===== config.mk =====
export PLATFORM = sky130hd
export DESIGN_NAME = wb_stage_flat
export DESIGN_NICKNAME = d
export VERILOG_FILES = /design/src/rtl/wb_stage_if.sv /design/src/rtl/wb_stage.sv /design/src/flat_wrapper.sv
export SDC_FILE = /design/constraint.sdc
export NUM_CORES = 1
export LEC_CHECK = 0
export CORE_MARGIN = 1.5
export CORE_UTILIZATION = 47
export CTS_CLUSTER_SIZE = 24
export DETAILED_ROUTE_END_ITERATION = 8
export PLACE_DENSITY = 0.94
export REMOVE_ABC_BUFFERS = 1
export SETUP_SLACK_MARGIN = 0.02
export SYNTH_ARGS = -nofsm -noshare
export SYNTH_HDL_FRONTEND = slang
export SYNTH_SLANG_ARGS = --single-unit

===== constraint.sdc =====
create_clock -name clk -period 2.6 [get_ports clk]
set_clock_uncertainty 0.15 [all_clocks]
set_input_delay 0.26 -clock clk [delete_from_list [all_inputs] [get_ports clk]]
set_output_delay 0.26 -clock clk [all_outputs]
set_load 0.005 [all_outputs]

===== src/rtl/wb_stage_if.sv =====
// Writeback stage bus: retire handshake, data-memory return and
// register-bank write port grouped for the wb_stage boundary.
interface wb_stage_if #(
   parameter int WORD_WIDTH = 32,
   parameter int ADDR_WIDTH = 5
);
   logic                  valid_i;
   logic                  ready_o;
   logic [ADDR_WIDTH-1:0] rd_addr_i;
   logic [WORD_WIDTH-1:0] alu_result_i;
   logic                  write_en_i;
   logic                  load_ctrl_i;
   logic [2:0]            load_type_i;
   logic [1:0]            mem_addr_lsb_i;
   logic                  dmem_rvalid_i;
   logic [WORD_WIDTH-1:0] dmem_rdata_i;
   logic [ADDR_WIDTH-1:0] reg_waddr_o;
   logic [WORD_WIDTH-1:0] reg_wdata_o;
   logic                  reg_wen_o;
   logic                  stall_o;
   logic                  load_err_o;

   modport slave (
      input  valid_i, rd_addr_i, alu_result_i,
      input  write_en_i, load_ctrl_i,
      input  load_type_i, mem_addr_lsb_i,
      input  dmem_rvalid_i, dmem_rdata_i,
      output ready_o, reg_waddr_o, reg_wdata_o,
      output reg_wen_o, stall_o, load_err_o
   );

   modport master (
      output valid_i, rd_addr_i, alu_result_i,
      output write_en_i, load_ctrl_i,
      output load_type_i, mem_addr_lsb_i,
      output dmem_rvalid_i, dmem_rdata_i,
      input  ready_o, reg_waddr_o, reg_wdata_o,
      input  reg_wen_o, stall_o, load_err_o
   );
endinterface


===== src/rtl/wb_stage.sv =====
// Writeback stage: retires ALU results directly, waits for load data,
// extends it and drives the register-bank write port.
module wb_stage #(
   parameter int WORD_WIDTH   = 32,
   parameter int ADDR_WIDTH   = 5,
   parameter int LOAD_TIMEOUT = 15
) (
   input logic       clk,
   input logic       rst_n,
   wb_stage_if.slave bus
);
   localparam int CW = $clog2(LOAD_TIMEOUT + 1);

   typedef enum logic {
      IDLE,
      WAIT_LOAD
   } state_t;

   state_t                state_q, state_d;
   logic [CW-1:0]         cnt_q, cnt_d;
   logic [ADDR_WIDTH-1:0] rd_q, rd_d;
   logic [2:0]            type_q, type_d;
   logic [1:0]            lsb_q, lsb_d;
   logic [ADDR_WIDTH-1:0] waddr_q, waddr_d;
   logic [WORD_WIDTH-1:0] wdata_q, wdata_d;
   logic                  wen_q, wen_d;
   logic                  err_q, err_d;

   logic                  legal;
   logic                  misaligned;
   logic [7:0]            byte_v;
   logic [15:0]           half_v;
   logic [WORD_WIDTH-1:0] ext;

   always_comb begin
      legal      = 1'b0;
      misaligned = 1'b0;
      case (bus.load_type_i)
         3'b000, 3'b100: legal = 1'b1;
         3'b001, 3'b101: begin
            legal      = 1'b1;
            misaligned = (bus.mem_addr_lsb_i == 2'b11);
         end
         3'b010: begin
            legal      = 1'b1;
            misaligned = (bus.mem_addr_lsb_i != 2'b00);
         end
         default: legal = 1'b0;
      endcase
   end

   // Memory returns an aligned word; pick the lane from the captured offset
   always_comb begin
      byte_v = bus.dmem_rdata_i[{lsb_q, 3'b000} +: 8];
      half_v = bus.dmem_rdata_i[{lsb_q[1], 4'b0000} +: 16];
      case (type_q)
         3'b000:  ext = {{(WORD_WIDTH-8){byte_v[7]}}, byte_v};
         3'b100:  ext = {{(WORD_WIDTH-8){1'b0}}, byte_v};
         3'b001:  ext = {{(WORD_WIDTH-16){half_v[15]}}, half_v};
         3'b101:  ext = {{(WORD_WIDTH-16){1'b0}}, half_v};
         default: ext = bus.dmem_rdata_i;
      endcase
   end

   always_comb begin
      state_d = state_q;
      cnt_d   = cnt_q;
      rd_d    = rd_q;
      type_d  = type_q;
      lsb_d   = lsb_q;
      waddr_d = waddr_q;
      wdata_d = wdata_q;
      wen_d   = 1'b0;
      err_d   = 1'b0;
      unique case (state_q)
         IDLE: begin
            if (bus.valid_i && bus.load_ctrl_i) begin
               if (!legal || misaligned) begin
                  err_d = 1'b1;
               end else begin
                  rd_d    = bus.rd_addr_i;
                  type_d  = bus.load_type_i;
                  lsb_d   = bus.mem_addr_lsb_i;
                  cnt_d   = '0;
                  state_d = WAIT_LOAD;
               end
            end else if (bus.valid_i && bus.write_en_i) begin
               wen_d   = (bus.rd_addr_i != '0);
               waddr_d = bus.rd_addr_i;
               wdata_d = bus.alu_result_i;
            end
         end
         WAIT_LOAD: begin
            if (bus.dmem_rvalid_i) begin
               wen_d   = (rd_q != '0);
               waddr_d = rd_q;
               wdata_d = ext;
               state_d = IDLE;
            end else if (cnt_q == CW'(LOAD_TIMEOUT - 1)) begin
               err_d   = 1'b1;
               state_d = IDLE;
            end else begin
               cnt_d = cnt_q + CW'(1);
            end
         end
         default: state_d = IDLE;
      endcase
   end

   always_ff @(posedge clk or negedge rst_n) begin
      if (!rst_n) begin
         state_q <= IDLE;
         cnt_q   <= '0;
         rd_q    <= '0;
         type_q  <= '0;
         lsb_q   <= '0;
         waddr_q <= '0;
         wdata_q <= '0;
         wen_q   <= 1'b0;
         err_q   <= 1'b0;
      end else begin
         state_q <= state_d;
         cnt_q   <= cnt_d;
         rd_q    <= rd_d;
         type_q  <= type_d;
         lsb_q   <= lsb_d;
         waddr_q <= waddr_d;
         wdata_q <= wdata_d;
         wen_q   <= wen_d;
         err_q   <= err_d;
      end
   end

   assign bus.ready_o     = (state_q == IDLE);
   assign bus.stall_o     = (state_q == WAIT_LOAD);
   assign bus.reg_waddr_o = waddr_q;
   assign bus.reg_wdata_o = wdata_q;
   assign bus.reg_wen_o   = wen_q;
   assign bus.load_err_o  = err_q;
endmodule


===== src/flat_wrapper.sv =====
// flat-port wrapper written by rule: the top's interface ports become plain ports
module wb_stage_flat 
#(
   parameter int WORD_WIDTH   = 32,
   parameter int ADDR_WIDTH   = 5,
   parameter int LOAD_TIMEOUT = 15
)
  (clk, rst_n, bus_valid_i, bus_rd_addr_i, bus_alu_result_i, bus_write_en_i, bus_load_ctrl_i, bus_load_type_i, bus_mem_addr_lsb_i, bus_dmem_rvalid_i, bus_dmem_rdata_i, bus_ready_o, bus_reg_waddr_o, bus_reg_wdata_o, bus_reg_wen_o, bus_stall_o, bus_load_err_o);
  wb_stage_if #(.WORD_WIDTH(WORD_WIDTH), .ADDR_WIDTH(ADDR_WIDTH)) bus_i ();
  input logic clk;
  input logic rst_n;
  input wire logic [$bits(bus_i.valid_i)-1:0] bus_valid_i;
  input wire logic [$bits(bus_i.rd_addr_i)-1:0] bus_rd_addr_i;
  input wire logic [$bits(bus_i.alu_result_i)-1:0] bus_alu_result_i;
  input wire logic [$bits(bus_i.write_en_i)-1:0] bus_write_en_i;
  input wire logic [$bits(bus_i.load_ctrl_i)-1:0] bus_load_ctrl_i;
  input wire logic [$bits(bus_i.load_type_i)-1:0] bus_load_type_i;
  input wire logic [$bits(bus_i.mem_addr_lsb_i)-1:0] bus_mem_addr_lsb_i;
  input wire logic [$bits(bus_i.dmem_rvalid_i)-1:0] bus_dmem_rvalid_i;
  input wire logic [$bits(bus_i.dmem_rdata_i)-1:0] bus_dmem_rdata_i;
  output wire logic [$bits(bus_i.ready_o)-1:0] bus_ready_o;
  output wire logic [$bits(bus_i.reg_waddr_o)-1:0] bus_reg_waddr_o;
  output wire logic [$bits(bus_i.reg_wdata_o)-1:0] bus_reg_wdata_o;
  output wire logic [$bits(bus_i.reg_wen_o)-1:0] bus_reg_wen_o;
  output wire logic [$bits(bus_i.stall_o)-1:0] bus_stall_o;
  output wire logic [$bits(bus_i.load_err_o)-1:0] bus_load_err_o;
  assign bus_i.valid_i = bus_valid_i;
  assign bus_i.rd_addr_i = bus_rd_addr_i;
  assign bus_i.alu_result_i = bus_alu_result_i;
  assign bus_i.write_en_i = bus_write_en_i;
  assign bus_i.load_ctrl_i = bus_load_ctrl_i;
  assign bus_i.load_type_i = bus_load_type_i;
  assign bus_i.mem_addr_lsb_i = bus_mem_addr_lsb_i;
  assign bus_i.dmem_rvalid_i = bus_dmem_rvalid_i;
  assign bus_i.dmem_rdata_i = bus_dmem_rdata_i;
  assign bus_ready_o = bus_i.ready_o;
  assign bus_reg_waddr_o = bus_i.reg_waddr_o;
  assign bus_reg_wdata_o = bus_i.reg_wdata_o;
  assign bus_reg_wen_o = bus_i.reg_wen_o;
  assign bus_stall_o = bus_i.stall_o;
  assign bus_load_err_o = bus_i.load_err_o;
  wb_stage #(.WORD_WIDTH(WORD_WIDTH), .ADDR_WIDTH(ADDR_WIDTH), .LOAD_TIMEOUT(LOAD_TIMEOUT)) u_core (.clk(clk), .rst_n(rst_n), .bus(bus_i));
endmodule

# [Word level (Yosys, flattened, before mapping)]
# Index checks and enable logic that the tools add are counted.
[word_totals] register_bits=54 out_inout_bits=41 in_bits=80
[classes] shifts=2 n_addsub=1 n_bitwise=2 n_reduce_logical=14 muxes=30 eq_ne=16
[op_table] cell="case mux 32 bit (4 select lines)" n=1
[op_table] cell="two-way mux 32 bit" n=3
[op_table] cell="case mux 32 bit (2 select lines)" n=1
[op_table] cell="variable part select 32 x 6 -> 16 bit" n=1
[op_table] cell="variable part select 32 x 6 -> 8 bit" n=1
[op_table] cell="two-way mux 4 bit" n=4
[op_table] cell="two-way mux 5 bit" n=3
[op_table] cell="equality test 3 bit (second input constant)" n=4
[op_table] cell="two-way mux 1 bit" n=12
[op_table] cell="inequality test 2 bit (second input constant)" n=5
[op_table] cell="case mux 5 bit (2 select lines)" n=1
[op_table] cell="nonzero test 5 bit" n=2
[op_table] cell="case mux 1 bit (2 select lines)" n=4
[op_table] cell="case mux 4 bit (2 select lines)" n=1
[op_table] cell="equality test 3 x 1 -> 1 bit (second input constant)" n=2
[op_table] cell="zero test 3 bit" n=2
[op_table] cell="AND reduction 3 bit" n=2
[op_table] cell="OR reduction 5 bit" n=1
[op_table] cell="adder 4 x 1 -> 4 bit (second input constant)" n=1
[op_table] cell="equality test 4 bit (second input constant)" n=1
[op_table] cell="inequality test 2 x 1 -> 1 bit (second input constant)" n=2
[op_table] cell="AND reduction 4 bit" n=1
[op_table] cell="equality test 3 x 2 -> 1 bit (second input constant)" n=1
[op_table] cell="equality test 2 bit (second input constant)" n=1
[op_table] cell="other kinds (6)" n=8

# [Logic depth before layout (Yosys ltp)]
[depth] ltp_word=8 ltp_mapped=6 ltp_nobuf=6

# [Worst setup path before layout]
# Ideal clock, no wire load.
[synth_path] kind="reg-to-reg" startpoint="register u_core.lsb_q[1]" endpoint="register u_core.wdata_q[10], in the netlist u_core.bus.reg_wdata_o[10]" t_arrival_ns=1.441 stages_incl_launch_ff=6 period_less_slack_ns=1.741 path_buffers=1 path_slack_ns=0.859 path_cell_list="dfrtp_1 -> buf_2 -> mux2_2 -> o2bb2ai_1 -> a21oi_1 -> a211oi_1"
[synth_via] elab_chain_cells=4 word_cells_on_any_way=5 cone_classes="shift (2); mux (3)"
[synth_lines] element="start: declaration" line="wb_stage.sv:23" text="logic [1:0] lsb_q, lsb_d;"
[synth_lines] element="start signal: assignment" line="wb_stage.sv:126" text="lsb_q <= lsb_d;"
[synth_lines] element="variable part select 32 x 6 -> 16 bit or variable part select 32 x 6 -> 8 bit (tied branches)" line="wb_stage.sv:55, wb_stage.sv:54"
[synth_lines] element="case mux 32 bit (4 select lines) (*)" line="wb_stage.sv:56" text="case (type_q)"
[synth_lines] element="two-way mux 32 bit (*)" line="wb_stage.sv:94" text="if (bus.dmem_rvalid_i) begin"
[synth_lines] element="case mux 32 bit (2 select lines) (*)" line="wb_stage.sv:75" text="unique case (state_q)"
[synth_lines] element="end signal: assignment" line="wb_stage.sv:128" text="wdata_q <= wdata_d;"
[synth_lines] element="end: declaration" line="wb_stage.sv:25" text="logic [WORD_WIDTH-1:0] wdata_q, wdata_d;"
# Mark *: on every way between the ends. The rest lies on a longest branch, timed or not. The select of a mux whose other input is x is not followed.
# A chain may end at the register's enable or synchronous reset.

# [Worst setup path in the final report]
[layout_path] startpoint="register u_core.type_q[1]" endpoint="register u_core.wdata_q[25], in the netlist u_core.bus.reg_wdata_o[25]"
[layout_via] elab_chain_cells=4 word_cells_on_any_way=7 cone_classes="eq/ne (3); mux (3); reduce/logical (1)"
[layout_lines] element="start: declaration" line="wb_stage.sv:22" text="logic [2:0] type_q, type_d;"
[layout_lines] element="start signal: assignment" line="wb_stage.sv:125" text="type_q <= type_d;"
[layout_lines] element="equality test 3 bit, or another cell as far along" line="wb_stage.sv:56"
[layout_lines] element="case mux 32 bit (4 select lines) (*)" line="wb_stage.sv:56"
[layout_lines] element="two-way mux 32 bit (*)" line="wb_stage.sv:94"
[layout_lines] element="case mux 32 bit (2 select lines) (*)" line="wb_stage.sv:75"
# Marked as above.

==> impl_metrics.env <==
export IMPL_dieHeight_um=82.83
export IMPL_cp_data_required_time_ns=2.60
export IMPL_m1WireLength_mm=3.846
export IMPL_n_antenna_cell=0
export IMPL_critPathMaxStageDelay_ns=0.72
export IMPL_top_layer_used="met4"
export IMPL_hold_viol=0
export IMPL_clock_sinks=54
export IMPL_ys_warn_count=0
export IMPL_wire_per_inst_um=18.29
export IMPL_antenna_found_initial=0
export IMPL_start_util=0.4971
export IMPL_dr_wl_met3_um=770
export IMPL_clock_root_buffer="clkbuf_8"
export IMPL_overflow=0
export IMPL_cts_tree="built"
export IMPL_ant_nets=0
export IMPL_dieArea_um2=6861
export IMPL_drive_above_1_share=0.07500
export IMPL_final_common_cell="clkdlybuf4s50_1"
export IMPL_postCtsSetupRepairBufs=0
export IMPL_cp_max_fo=18
export IMPL_synthAdderAreaFrac=0.008354
export IMPL_status="completed"
export IMPL_globalRouteTotalUtil=0.2759
export IMPL_mostFrequentLayoutCells="clkdlybuf4s50_1 (119), dfrtp_1 (54), nor2_1 (35), nand2_1 (29), nor3_1 (25)"
export IMPL_port_buffers=120
export IMPL_layout_min_cycle_time_ns=2.297
export IMPL_nets=521
export IMPL_max_freq_ghz=0.4353
export IMPL_chipWidth_um=82.83
export IMPL_syn_to_final_growth_pct=47.24
export IMPL_syn_area_per_cell_um2=9.217
export IMPL_post_dp_hpwl_mm=6.815
export IMPL_first_global_vias=3039
export IMPL_synth_compound_area_frac=0.2464
export IMPL_setup_worst_path_start_class="flop"
export IMPL_p_per_area_nw_per_um2=692.3
export IMPL_yosysSeqAreaShare=0.4511
export IMPL_p_leak_nw=1.809
export IMPL_dr_pass1_iters=5
export IMPL_drv_cap=0
export IMPL_synth_mux_area_frac=0.06725
export IMPL_clk_latency_ns=0.31
export IMPL_hold_path_class="in2async"
export IMPL_cts_buffers=5
export IMPL_drc=0
export IMPL_synth_top_family_by_area="compound AO/OA/AOI/OAI gates"
export IMPL_rows=28
export IMPL_critPathSlowestCell="dfrtp_1"
export IMPL_cp_end_kind="flop"
export IMPL_clkTransAtPathRegs_ns=0.10
export IMPL_ios=121
export IMPL_synth_cells=325
export IMPL_grt_pass1_wl_mm=15.38
export IMPL_rsz0062_at_grt="no"
export IMPL_routed_wl_met2_mm=4.578
export IMPL_synth_xor_area_share=0.002924
export IMPL_synth_flop_cell="dfrtp_1"
export IMPL_period_share=0.8836
export IMPL_cts_max_level=2
export IMPL_critPathKind="reg2reg"
export IMPL_coreArea_um2=6026
export IMPL_gp_congestion=0.8571
export IMPL_worst_pin_slew_ns=0.8865
export IMPL_finalSetupViolCount=0
export IMPL_vias_per_cell=6.012
export IMPL_yosys_area_share_simple=0.1859
export IMPL_cp_cell_sequence="or3_1 -> o2bb2ai_1 -> a21oi_2 -> a211oi_1"
export IMPL_yosysUniqueCellTypes=46
export IMPL_maxSlewViolCount=0
export IMPL_peakVddDrop_mv=0.4117
export IMPL_cp_arrival_ns=2.30
export IMPL_tns_ns=0
export IMPL_cts_path_max_buffers=2
export IMPL_async_flop_share=1.000
export IMPL_vias=3096
export IMPL_netlist_area_um2=2995
export IMPL_grt_max_degree=31
export IMPL_drtIter0Drc=302
export IMPL_wl_mm=9.417
export IMPL_max_slew_margin=0.4090
export IMPL_fin_hold_ws_ns=0.3210
export IMPL_ys_ff_latch=54
export IMPL_synth_edf_count=0
-- report_power, final --
group	switching (mW)	leakage, nW	internal, mW	total [mW]
Combinational	0.475	1.11	0.664	1.14
Sequential	0.177	0.630	1.06	1.24
Clock	0.292	0.0683	0.386	0.678
-- layer usage --
layer / vias to the layer above / global-route usage
met5: - / 0
met4: 0 / 0.07727
met3: 22 / 0.06362
met2: 165 / 0.4642
met1: 1482 / 0.3580
li1: 1427 / -
-- logic make-up (layout without fill, tap and decap cells) --
kind of cell | count (synthesis) | after routing
flops | 54 | 54
xor+xnor | 1 | 1
simple gates | 118 | 118
buf+inv | 26 | 141
fa+ha+maj | 2 | 2
mux | 17 | 17
compound gates | 107 | 107
-- layout make-up --
cell class	instances	area (µm²)
Fill cell	441	1615
Clock buffer	5	68.82
Clock inverter	3	68.82
Inverter	4	15.01
Timing Repair Buffer	129	1279
Multi-Input combinational cell	245	1534
Sequential cell	54	1351
Tap cell	75	93.84
-- synth_stat cells (all sizes together) (2+ instances only) --
master / number / share of area
o22ai: 6 / 0.013
clkbuf: 14 / 0.018
a22o: 6 / 0.018
a21oi: 19 / 0.037
nand3: 4 / 0.0067
nand2: 29 / 0.036
ha: 2 / 0.0084
nor3: 25 / 0.042
o21ai: 20 / 0.033
a211o: 6 / 0.018
a2111oi: 2 / 0.0058
inv: 3 / 0.0038
or4: 2 / 0.0050
a21o: 9 / 0.023
mux2i: 7 / 0.023
a22oi: 7 / 0.018
nand3b: 2 / 0.0050
o2bb2ai: 2 / 0.0058
mux2: 10 / 0.044
a211oi: 24 / 0.060
o31ai: 2 / 0.0050
dfrtp: 54 / 0.45
or3: 8 / 0.018
nor2: 35 / 0.044
buf: 8 / 0.015
nor2b: 8 / 0.017
-- worst paths after layout --
| path | from | end | slack, ns | cells past startpoint |
|---|---|---|---|---|
| min in group clk | u_core.bus.reg_wdata_o[7] | u_core.bus.reg_wdata_o[7] | 0.34 | 2 |
| max in group asynchronous | rst_n | u_core.bus.reg_wdata_o[10] | 1.15 | 3 |
| hold / removal | rst_n | u_core.bus.reg_waddr_o[2] | 0.32 | 2 |
| setup reg to reg | u_core.type_q[1] | u_core.bus.reg_wdata_o[25] | 0.30 | 4 |
| setup / recovery | u_core.type_q[1] | u_core.bus.reg_wdata_o[25] | 0.30 | 4 |
| hold reg to reg | u_core.bus.reg_wdata_o[7] | u_core.bus.reg_wdata_o[7] | 0.34 | 2 |
-- critical path, delay by kind of cell (launching register included) --
family | cells | cell delay, ns
simple gates | 1 | 0.27
compound gates | 3 | 0.98
flops | 1 | 0.72
-- state kept, by name (all words and copies together), names as in the netlist --
name	flops
u_core.bus.load_err_o	1
u_core.bus.reg_waddr_o	5
u_core.bus.reg_wdata_o	32
u_core.bus.reg_wen_o	1
u_core.bus.stall_o	1
u_core.cnt_q	4
u_core.lsb_q	2
u_core.rd_q	5
u_core.type_q	3
-- repair_timing --
action | in CTS | in global routing
endpoints found under the hold margin | 24 | 0
hold buffers | 1 | 0
endpoints found under the setup margin | 0 | 0
gates resized for setup | 0 | 0
-- per-stage QoR --
stage / util / worst slack [ns] / instances / area, µm² / power [mW]
floorplan: - / -0.08389 / 303 / 2897 / 1.689
detailed placement: 0.7074 / 0.3206 / 506 / 4263 / 2.369
global placement: 0.7074 / 0.3765 / 506 / 4263 / 2.318
finish: 0.7319 / 0.3027 / 515 / 4410 / 3.054
global route: 0.7319 / 0.2217 / 515 / 4410 / 3.210
CTS: 0.7319 / 0.3759 / 515 / 4410 / 3.045
Power figures use the tool's default switching activity.
